<file path="src/rtl/pixel_stream_unpacker.sv">
// pixel_stream_unpacker: buffers 16-bit readout words (two pixels each) in a
// small FIFO and serializes them as an 8-bit valid/ready pixel stream.
//
// Ports:
//   clk, reset          clock; synchronous active-high reset
//   pix_word[15:0]      readout word, low byte is the first pixel
//   pix_word_valid      one-cycle pulse per word
//   frame_start         next accepted word starts a new frame
//   out_data[7:0]       pixel code (0 while out_valid is low)
//   out_valid/out_ready stream handshake
//   out_sof, out_eol    first pixel of frame / last pixel of line
//   fifo_level          words currently stored
//   overflow            sticky drop flag, cleared by clear_overflow
//   frame_checksum      sum of pixels since the last start-of-frame pixel
//
// Optional build macro: FRAME_CHECKSUM_EN enables frame_checksum; when
// undefined the output is tied to zero and no adder exists.

module pixel_stream_unpacker #(
    parameter int DEPTH           = 8,
    parameter int PIXELS_PER_LINE = 2
) (
    input  logic                     clk,
    input  logic                     reset,
    input  logic [15:0]              pix_word,
    input  logic                     pix_word_valid,
    input  logic                     frame_start,
    output logic [7:0]               out_data,
    output logic                     out_valid,
    input  logic                     out_ready,
    output logic                     out_sof,
    output logic                     out_eol,
    output logic [$clog2(DEPTH):0]   fifo_level,
    output logic                     overflow,
    input  logic                     clear_overflow,
    output logic [15:0]              frame_checksum
);

    localparam int AW  = $clog2(DEPTH);
    localparam int LW  = AW + 1;
    localparam int LCW = $clog2(PIXELS_PER_LINE);

    localparam logic [LW-1:0]  DEPTH_L = LW'(DEPTH);
    localparam logic [LCW-1:0] LAST    = LCW'(PIXELS_PER_LINE - 1);

    // entry = {sof_tag, pix_word}
    logic [16:0]    mem_q [DEPTH];
    logic [16:0]    mem_d [DEPTH];

    logic [AW-1:0]  wr_ptr_q, wr_ptr_d;
    logic [AW-1:0]  rd_ptr_q, rd_ptr_d;
    logic [LW-1:0]  level_q, level_d;
    logic           sel_q, sel_d;
    logic           pending_sof_q, pending_sof_d;
    logic [LCW-1:0] lcnt_q, lcnt_d;
    logic           overflow_q, overflow_d;

    logic [16:0]    head;
    logic           accept;
    logic           pop;
    logic           wr_en;
    logic           drop;

    assign head = mem_q[rd_ptr_q];

    // Stream outputs are presented straight from the head entry so a word
    // written into an empty FIFO is visible on the very next cycle.
    always_comb begin
        out_valid = (level_q != '0);
        out_data  = 8'h00;
        if (out_valid) begin
            out_data = sel_q ? head[15:8] : head[7:0];
        end
        out_sof = out_valid & head[16] & ~sel_q;
        out_eol = out_valid & (lcnt_q == LAST);
    end

    assign accept = out_valid & out_ready;
    assign pop    = accept & sel_q;
    // A pop frees a slot in the same cycle, so a full FIFO still accepts.
    assign wr_en  = pix_word_valid & ((level_q < DEPTH_L) | pop);
    assign drop   = pix_word_valid & ~wr_en;

    assign fifo_level = level_q;
    assign overflow   = overflow_q;

    always_comb begin
        mem_d         = mem_q;
        wr_ptr_d      = wr_ptr_q;
        rd_ptr_d      = rd_ptr_q;
        level_d       = level_q;
        sel_d         = sel_q;
        pending_sof_d = pending_sof_q;
        lcnt_d        = lcnt_q;
        overflow_d    = overflow_q;

        if (wr_en) begin
            mem_d[wr_ptr_q] = {pending_sof_q | frame_start, pix_word};
            wr_ptr_d        = wr_ptr_q + AW'(1);
        end

        // A write consumes the pending tag; a dropped word leaves it alone.
        if (wr_en) begin
            pending_sof_d = 1'b0;
        end else if (frame_start) begin
            pending_sof_d = 1'b1;
        end

        if (accept) begin
            sel_d = ~sel_q;
        end
        if (pop) begin
            rd_ptr_d = rd_ptr_q + AW'(1);
        end

        unique case ({wr_en, pop})
            2'b10:   level_d = level_q + LW'(1);
            2'b01:   level_d = level_q - LW'(1);
            default: level_d = level_q;
        endcase

        // A start-of-frame pixel is pixel 0 of its line, so the next is 1.
        if (accept) begin
            if (out_sof) begin
                lcnt_d = LCW'(1);
            end else if (lcnt_q == LAST) begin
                lcnt_d = '0;
            end else begin
                lcnt_d = lcnt_q + LCW'(1);
            end
        end

        // Set wins over clear when both happen together.
        if (drop) begin
            overflow_d = 1'b1;
        end else if (clear_overflow) begin
            overflow_d = 1'b0;
        end
    end

    always_ff @(posedge clk) begin
        mem_q <= mem_d;
    end

    always_ff @(posedge clk) begin
        if (reset) begin
            wr_ptr_q      <= '0;
            rd_ptr_q      <= '0;
            level_q       <= '0;
            sel_q         <= 1'b0;
            pending_sof_q <= 1'b0;
            lcnt_q        <= '0;
            overflow_q    <= 1'b0;
        end else begin
            wr_ptr_q      <= wr_ptr_d;
            rd_ptr_q      <= rd_ptr_d;
            level_q       <= level_d;
            sel_q         <= sel_d;
            pending_sof_q <= pending_sof_d;
            lcnt_q        <= lcnt_d;
            overflow_q    <= overflow_d;
        end
    end

`ifdef FRAME_CHECKSUM_EN
    logic [15:0] csum_q, csum_d;

    always_comb begin
        csum_d = csum_q;
        if (accept) begin
            if (out_sof) begin
                csum_d = {8'h00, out_data};
            end else begin
                csum_d = csum_q + {8'h00, out_data};
            end
        end
    end

    always_ff @(posedge clk) begin
        if (reset) begin
            csum_q <= '0;
        end else begin
            csum_q <= csum_d;
        end
    end

    assign frame_checksum = csum_q;
`else
    assign frame_checksum = 16'h0000;
`endif

endmodule
</file>
<file path="config.mk">
export PLATFORM = sky130hd
export DESIGN_NAME = pixel_stream_unpacker
export DESIGN_NICKNAME = d
export VERILOG_FILES = /design/src/rtl/pixel_stream_unpacker.sv
export SDC_FILE = /design/constraint.sdc
export NUM_CORES = 1
export LEC_CHECK = 0
export BUFFER_PORTS_ARGS = -buffer_cell sky130_fd_sc_hd__buf_2
export CAP_MARGIN = 0
export CORE_UTILIZATION = 55
export CTS_CLUSTER_DIAMETER = 80
export CTS_CLUSTER_SIZE = 20
export DETAILED_ROUTE_END_ITERATION = 10
export PLACE_DENSITY = 0.81
export SKIP_CTS_REPAIR_TIMING = 1
export SLEW_MARGIN = 30
export SYNTH_ARGS = -nofsm -noshare
export SYNTH_HDL_FRONTEND = slang
export SYNTH_SLANG_ARGS = --single-unit
</file>
<file path="constraint.sdc">
create_clock -name clk -period 7.84 [get_ports clk]
set_input_delay 0.784 -clock clk [delete_from_list [all_inputs] [get_ports clk]]
set_output_delay 0.784 -clock clk [all_outputs]
set_load 0.05 [all_outputs]
</file>
# [After elaboration in Yosys (flattened, before gate mapping)]
# Index checks and enable logic that the tools add are counted.
[totals] register_bits=150 latch_bits=0 ramBits=0 romBits=0 in_bits=22 wordCells=57 mem_count=0
[op_classes] addsub=5 mul=0 div_mod_pow=0 n_lt_le_gt_ge=4 n_eq_ne=2 shifts=0 n_mux=13 bitwise_logic=13 reduce_logical=5
[ops] operator="bitwise mux 136 bit" count=1
[ops] operator="binary-select mux 17 bit (select 3 bit)" count=1
[ops] operator="demux 17 bit (select 3 bit)" count=1
[ops] operator="2-to-1 mux 17 bit" count=3
[ops] operator="2-to-1 mux 8 bit" count=2
[ops] operator=">= comparator 4 bit, second input constant" count=2
[ops] operator="inverter 3 -> 4 bit" count=2
[ops] operator="case mux 4 bit (2 select lines)" count=1
[ops] operator="AND 1 bit" count=7
[ops] operator="adder 3 x 1 -> 3 bit, second input constant" count=2
[ops] operator="adder 4 x 1 -> 4 bit, second input constant" count=1
[ops] operator="less-than comparator 4 x 1 -> 1 bit, second input constant" count=1
[ops] operator="less-than comparator 4 bit, second input constant" count=1
[ops] operator="2-to-1 mux 1 bit" count=4
[ops] operator="nonzero test 2 bit" count=2
[ops] operator="nonzero test 4 bit" count=1
[ops] operator="subtractor 4 x 1 -> 4 bit, second input constant" count=1
[ops] operator="equality test 2 x 1 -> 1 bit, second input constant" count=1
[ops] operator="equality test 2 bit, second input constant" count=1
[ops] operator="inverter 1 bit" count=2
[ops] operator="bitwise OR 1 bit" count=2
[ops] operator="OR reduction 2 bit" count=1
[ops] operator="adder 1 bit, second input constant" count=1
[ops] operator="logical AND 1 bit" count=1

# [Logic depth before layout (Yosys ltp)]
# Gate-level depths: netlist of the first run.
[logic_depth] depth_word=8 ltp_mapped=12

# [Least setup slack after synthesis of the first run]
# Ideal clock, no wire load.
[synth_timing] kind="input to register" from="input out_ready" to="register mem_q[119] (netlist name) (enable)" t_arrival_ns=3.009 path_slack_ns=4.396 stages=5 path_buffers=1 cell_sequence="a21bo_2 -> and2_1 -> clkbuf_1 -> inv_1 -> nor4_1"
[synth_via] elab_chain_len=4
[synth_lines] item="start: declaration" line_no="30" rtl="input logic out_ready,"
[synth_lines] item="AND 1 bit" line_no="78" rtl="assign accept = out_valid & out_ready;"
[synth_lines] item="AND 1 bit" line_no="79" rtl="assign pop = accept & sel_q;"
[synth_lines] item="bitwise OR 1 bit" line_no="81" rtl="assign wr_en = pix_word_valid & ((level_q < DEPTH_L) | pop);"
[synth_lines] item="AND 1 bit" line_no="81"
[synth_lines] item="end signal: assignment" line_no="142" rtl="mem_q <= mem_d;"
[synth_lines] item="end: declaration" line_no="47" rtl="logic [16:0] mem_q [DEPTH];"
# Every way passes these cells.
# A chain may end at the register's enable or synchronous reset.

# [Worst setup path after layout of the first run]
[layout_timing] from="register rd_ptr_q[0]" to="output out_data[3]"
[layout_via] elab_chain_len=6
[layout_lines] item="start: declaration" line_no="51" rtl="logic [AW-1:0] rd_ptr_q, rd_ptr_d;"
[layout_lines] item="start signal: assignment" line_no="156" rtl="rd_ptr_q <= rd_ptr_d;"
[layout_lines] item="inverter 3 -> 4 bit (implied by the code)" line_no="64" rtl="assign head = mem_q[rd_ptr_q];"
[layout_lines] item="binary-select mux 17 bit (select 3 bit)" line_no="64"
[layout_lines] item="2-to-1 mux 17 bit (implied by the code) (2 in series)" line_no="64"
[layout_lines] item="2-to-1 mux 8 bit" line_no="72" rtl="out_data = sel_q ? head[15:8] : head[7:0];"
[layout_lines] item="2-to-1 mux 8 bit" line_no="71" rtl="if (out_valid) begin"
[layout_lines] item="end: declaration" line_no="28" rtl="output logic [7:0] out_data,"
# Every way passes these cells. The select of a mux whose other input is x is not followed.

==> impl_metrics.json, run 1 <==
{
  "syn_to_final_growth_pct": 12.1,
  "max_stage_delay_ns": 0.63,
  "hp-class": "flip-flop to flip-flop",
  "die_y_um": 108,
  "cp.arrival_ns": 3.00,
  "grt_start_max_net_pins": 33,
  "drive_above_1_share_pct": 29.0,
  "min_delay_path_depth": 2,
  "avgSynthCellArea_sq_um": 18.4,
  "synth_warnings": 0,
  "ys_ff_latch": 150,
  "power.leakage_uw": 0.00239,
  "mostFrequentLayoutCell": "edfxtp_1",
  "fill_cells": 740,
  "grt_pass1_vias": 3233,
  "min_period_over_period_pct": 48.2,
  "status": "finished, final reports clean",
  "setup_viol": 0,
  "clk_pin_slew_ns": 0.07,
  "fin_crit_ns": 3.78,
  "hold_viol": 0,
  "crit_chain": "buf_4 -> mux4_1 -> a22o_1 -> a221o_1 -> buf_2",
  "clock_skew_ns": 0.0125,
  "synth_flop_cell": "edfxtp_1",
  "grt_usage_pct": 21.3,
  "peakVddDrop_v": 0.000189,
  "grt_pass1_wl_um": 17400,
  "cp_slowest_cell": "mux4_1",
  "nNetsFinal": 414,
  "diodes": 0,
  "fmax_mhz": 264,
  "cts_sinks": 150,
  "critPathKind": "flip-flop to output port",
  "rsz0062_at_grt": "false",
  "clockBufferDepth": 2,
  "cap_violations": 0,
  "fin_total_pwr_uw": 1840,
  "fp.dieW_um": 108,
  "clockRootBuffer": "clkbuf_16",
  "wl_per_cell_um": 20.8,
  "place.gp.congestion": 0.711,
  "multi_input_area_sq_um": 1640,
  "required_ns": 7.06,
  "drtIter0Drc": 319,
  "clk_latency_ns": 0.42,
  "regArea_sq_um": 4370,
  "cts_buffers": 17,
  "end_kind": "output port",
  "worstMarginPinSlew_ns": 0.539,
  "whs_ns": 0.497,
  "vias_per_cell": 5.84,
  "start_util_pct": 57.0,
  "syn_area_sq_um": 6230,
  "relSlewSlack_pct": 64.1,
  "drc": 0,
  "drtAntennaViolNets": 0,
  "final_cell_mix": "136 x edfxtp_1, 37 x buf_2, 21 x mux4_2",
  "drt-total-wl_um": 11200,
  "ff2ff_path_depth": 10,
  "synth_seq_area_share_pct": 70.1,
  "ioPinCount": 54,
  "port-buffer-count": 37,
  "rr_startpoint": "fifo_level[0]",
  "dp_hpwl_um": 6670,
  "cp-start-kind": "flip-flop",
  "tns_ns": 0,
  "core_area_sq_um": 10900,
  "routed-via-count": 3153,
  "die_area_sq_um": 11800,
  "dr.pass1.iters": 5,
  "async_reset_ff_share_pct": 0,
  "cts_tree": "done",
  "antenna_found_initial": 0,
  "synth_cells": 338,
  "startpoint": "rd_ptr_q[0]",
  "path_max_fanout": 29,
  "htree_levels": 4,
  "rows": 38,
  "grt_overflow": 0,
  "hp-start": "overflow",
  "synth.distinct_cells": 50,
  "p_per_area_nw_per_um2": 264,
  "report.final.slew_viol_count": 0,
  "synth_edf_count": 136
}
logic make-up (layout without fill, tap and decap cells):
family / Yosys count / after routing / synth area share [%]
other: 1 / 16 / 0.0602
buffers and inverters: 37 / 84 / 4.90
AOI/OAI and AO/OA: 31 / 31 / 4.02
DFF: 150 / 150 / 70.1
and+or+nand+nor: 59 / 59 / 5.20
muxes: 47 / 47 / 13.6
adders and majority gates: 5 / 5 / 1.00
xor gates and xnor gates: 8 / 8 / 1.12
per-stage QoR:
step	cell area, sq um	utilization [%]	worst slack (ns)	cells
3_3_place_gp	6460	59.1	4.51	508
4_1_cts	6980	63.9	4.01	540
6_report	6980	63.9	4.06	540
2_1_floorplan	6280	-	4.40	353
5_1_grt	6980	63.9	3.89	540
3_5_place_dp	6460	59.1	4.47	508
sequential cells by signal, summed over array words and instances, names as in the netlist:
signal and flops:
lcnt_q 1, pending_sof_q 1, sel_q 1, rd_ptr_q 3, overflow 1, mem_q 136
fifo_level 4, wr_ptr_q 3
worst paths after layout:
path         slack, ns            end
max               4.06    out_data[3]
min               0.50       overflow
max reg2reg       5.12  fifo_level[2]
min reg2reg       0.50       overflow
per-layer routing:
| metal | track usage, % | wire length (um) | part of all wire, % | vias up |
|---|---|---|---|---|
| met5 | 0 | 0 | 0 | - |
| met1 | 27.6 | 4550 | 41 | 1587 |
| li1 | - | - | - | 1415 |
| met3 | 6.03 | 976 | 8.7 | 17 |
| met4 | 10.1 | 195 | 1.7 | 0 |
| met2 | 33.4 | 5500 | 49 | 134 |
power breakdown:
| part | total (uW) | internal, uW | switching, uW |
|---|---|---|---|
| Clock | 698 | 398 | 300 |
| Sequential | 915 | 899 | 16.7 |
| Combinational | 231 | 72.6 | 158 |
| Total | 1840 | 1370 | 474 |
worst max-delay path, delay by kind of cell (launching register included):
family          cells  cell delay (ns)
buf+inv             2             0.77
mux                 1             0.63
flops               1             0.61
compound gates      2             0.55
synthesized netlist by cell type (2+ instances only):
master	number	area (sq um)
buf_6	3	33.8
and3_2	3	22.5
dfxtp_1	14	280
edfxtp_1	136	4080
a221o_1	6	60.1
inv_1	4	15.0
buf_2	3	15.0
o22ai_1	2	12.5
nand2b_1	4	25.0
clkbuf_8	5	68.8
mux2i_1	18	180
a32o_1	2	20.0
nand2_1	12	45.0
clkbuf_1	2	7.51
buf_8	2	30.0
buf_4	18	135
mux4_2	21	473
xor2_1	7	61.3
ha_1	5	62.6
a22oi_1	4	30.0
nor2b_1	2	12.5
and2_1	2	12.5
nor2_1	15	56.3
a21oi_1	6	30.0
nand3_1	3	15.0
nor3_1	5	25.0
a22o_1	4	35.0
mux4_1	7	184
and4_2	2	20.0
area by class of cell:
cell class,instances,area share [%]
flip-flops and latches,150,62.5
multi-input cells,166,23.5
clock buffers,18,6.15
repair buffers,48,3.83
well taps,140,2.51
clock inverters,14,1.27
inverters,4,0.215
Note: power is estimated with default switching activity, not from simulation.
==> run 2: changes to the inputs <==
ABC_AREA = 1   (was unset)
CORE_UTILIZATION = 53   (was 55)
PLACE_DENSITY = 0.82   (was 0.81)
clock period = 3.2 ns   (was 7.84 ns; I/O delays follow)
==> run 2 against run 1 <==
  * The flow now finishes with violations (DRC)
  * Register-to-register slack worse by 4.2 ns
  * Utilization down 0.84 points
  * Worst setup slack worse by 3.7 ns
  * Clock power grew to 3.2 times the previous value
  * Sequential power grew 150%
  * Synthesized cell count is 57% higher
  * First-iteration DRC count grew 70%
  * Largest power group unchanged
==> impl_metrics.json, run 2 <==
{
  "drive_above_1_share_pct": 17.7,
  "drtAntennaViolNets": 0,
  "synth_top_cell_by_area": "edfxtp_1",
  "place.gp.congestion": 0.770,
  "relSlewSlack_pct": 46.4,
  "cts_buffers": 17,
  "critPathKind": "flip-flop to output port",
  "regMostFlops": "mem_q",
  "ioPinCount": 54,
  "p_per_area_nw_per_um2": 714,
  "fmax_mhz": 357,
  "synth_edf_count": 136,
  "fp.dieW_um": 111,
  "ys_ff_latch": 150,
  "dr.pass1.iters": 8,
  "dp_hpwl_um": 8120,
  "min_delay_path_depth": 2,
  "cp-start-kind": "flip-flop",
  "setup_viol": 0,
  "synth_most_common_cell": "edfxtp_1",
  "antenna_found_initial": 0,
  "synth_warnings": 0,
  "grt_pass1_vias": 4130,
  "cts_sinks": 150,
  "status": "finished, violations left",
  "cts_tree": "done",
  "min_period_over_period_pct": 87.6,
  "synthTopCellsByCount": "136 x edfxtp_1, 112 x nor2_1, 59 x o21ai_0",
  "drt-total-wl_um": 13900,
  "synth_top_area_share_pct": 64.8,
  "die_y_um": 111,
  "report.final.slew_viol_count": 0,
  "die_area_sq_um": 12300,
  "required_ns": 2.88,
  "avgSynthCellArea_sq_um": 11.9,
  "cap_violations": 0,
  "start_util_pct": 54.7,
  "fin_crit_ns": 2.80,
  "power.leakage_uw": 0.00267,
  "final_cell_mix": "136 x edfxtp_1, 112 x nor2_1, 59 x o21ai_0",
  "hold_viol": 0,
  "rows": 39,
  "wl_per_cell_um": 19.1,
  "clockRootBuffer": "clkbuf_16",
  "violations": "DRC",
  "final_core_util_pct": 63.0,
  "postLayoutCellArea_sq_um": 7260,
  "peakVddDrop_v": 0.000377,
  "grt_overflow": 0,
  "ys_top_cells_by_area": "edfxtp_1 65%, nor2_1 6.7%, o21ai_0 4.7%",
  "drtIter0Drc": 541,
  "hp-class": "primary input to flip-flop",
  "syn_to_final_growth_pct": 15.1,
  "mostFrequentLayoutCell": "edfxtp_1",
  "synth_flop_cell": "edfxtp_1",
  "clockBufferDepth": 2,
  "synth_seq_area_share_pct": 69.2,
  "grt_usage_pct": 24.0,
  "rsz0062_at_grt": "false",
  "htree_levels": 4,
  "syn_area_sq_um": 6300,
  "core_area_sq_um": 11500,
  "end_kind": "output port",
  "cp.arrival_ns": 2.48,
  "ff2ff_path_depth": 14,
  "drc": 9,
  "async_reset_ff_share_pct": 0,
  "fill_cells": 827,
  "diodes": 0,
  "synth.distinct_cells": 31,
  "worstMarginPinSlew_ns": 0.803,
  "synth_cells": 530,
  "port-buffer-count": 37,
  "routed-via-count": 4262,
  "clock_skew_ns": 0.00618,
  "clk_latency_ns": 0.42,
  "tns_ns": 0,
  "nNetsFinal": 603,
  "vias_per_cell": 5.83,
  "clk_pin_slew_ns": 0.06,
  "largest_reg_flops": 136,
  "path_max_fanout": 36,
  "grt_pass1_wl_um": 21800,
  "place_area_sq_um": 6600,
  "grt_start_max_net_pins": 50
}
## run 2: changes by cell type after synthesis, moves of 7 or more
cell and change:
o211ai_1 +19, nand2_1 +25, o21ai_0 +58, inv_1 +14, nand3_1 +28, nor2_1 +97, o21ai_1 +12, mux4_2 -21
mux2i_1 -18, buf_2 +10, nor2_2 +8, mux4_1 -7
## run 2: worst max-delay path, cell delays in order (launching register included)
cell and delay (ns):
dfxtp_4 0.46, inv_2 0.48, buf_12 0.27, nor2_1 0.08, o211ai_1 0.22, nand3_1 0.13
nand2_1 0.13, buf_2 0.27
## run 2: stage by stage
stage | setup slack, ns | total power (uW) | hold WS [ns] | instances
2_1_floorplan | 0.614 | 2830 | 0.389 | 545
3_3_place_gp | 0.795 | 2980 | 0.452 | 700
3_5_place_dp | 0.768 | 3000 | 0.455 | 700
4_1_cts | 0.166 | 5190 | 0.136 | 731
5_1_grt | 0.292 | 5340 | 0.152 | 731
6_report | 0.397 | 5180 | 0.143 | 731
## run 2: routing by layer
layer	routed length, um	global-route usage, %
met5	0	0
met4	395	10.9
met3	1150	6.45
met2	6870	39.0
met1	5520	30.4
## run 2: where the power goes
group	internal, uW	switching [uW]
Sequential	2200	43.6
Combinational	172	556
Clock	1460	753
## run 2: worst paths after layout
check	slack [ns]	from	to
setup / recovery	0.40	rd_ptr_q[0]	out_data[0]
hold / removal	0.14	reset	pending_sof_q
setup reg to reg	0.91	fifo_level[3]	fifo_level[2]
hold reg to reg	0.47	overflow	overflow
## run 2: final cells by class
type	count	area, sq um	share of cell area, %
Clock buffer	18	429	5.91
Clock inverter	13	229	3.16
Inverter	23	91.3	1.26
Multi-Input combinational cell	331	1640	22.6
Sequential cell	150	4370	60.2
Tap cell	143	179	2.47
Timing Repair Buffer	53	318	4.38
## run 2: cells by family after synthesis
logic type / after synthesis / share of synthesized area [%]
flip-flops: 150 / 69.2
buffers and inverters: 64 / 5.58
other: 1 / 0.0595
AND/OR/NAND/NOR: 200 / 14.1
XOR/XNOR: 3 / 0.417
adder cells (fa/ha/maj): 5 / 0.993
AO/OA/AOI/OAI: 107 / 9.61
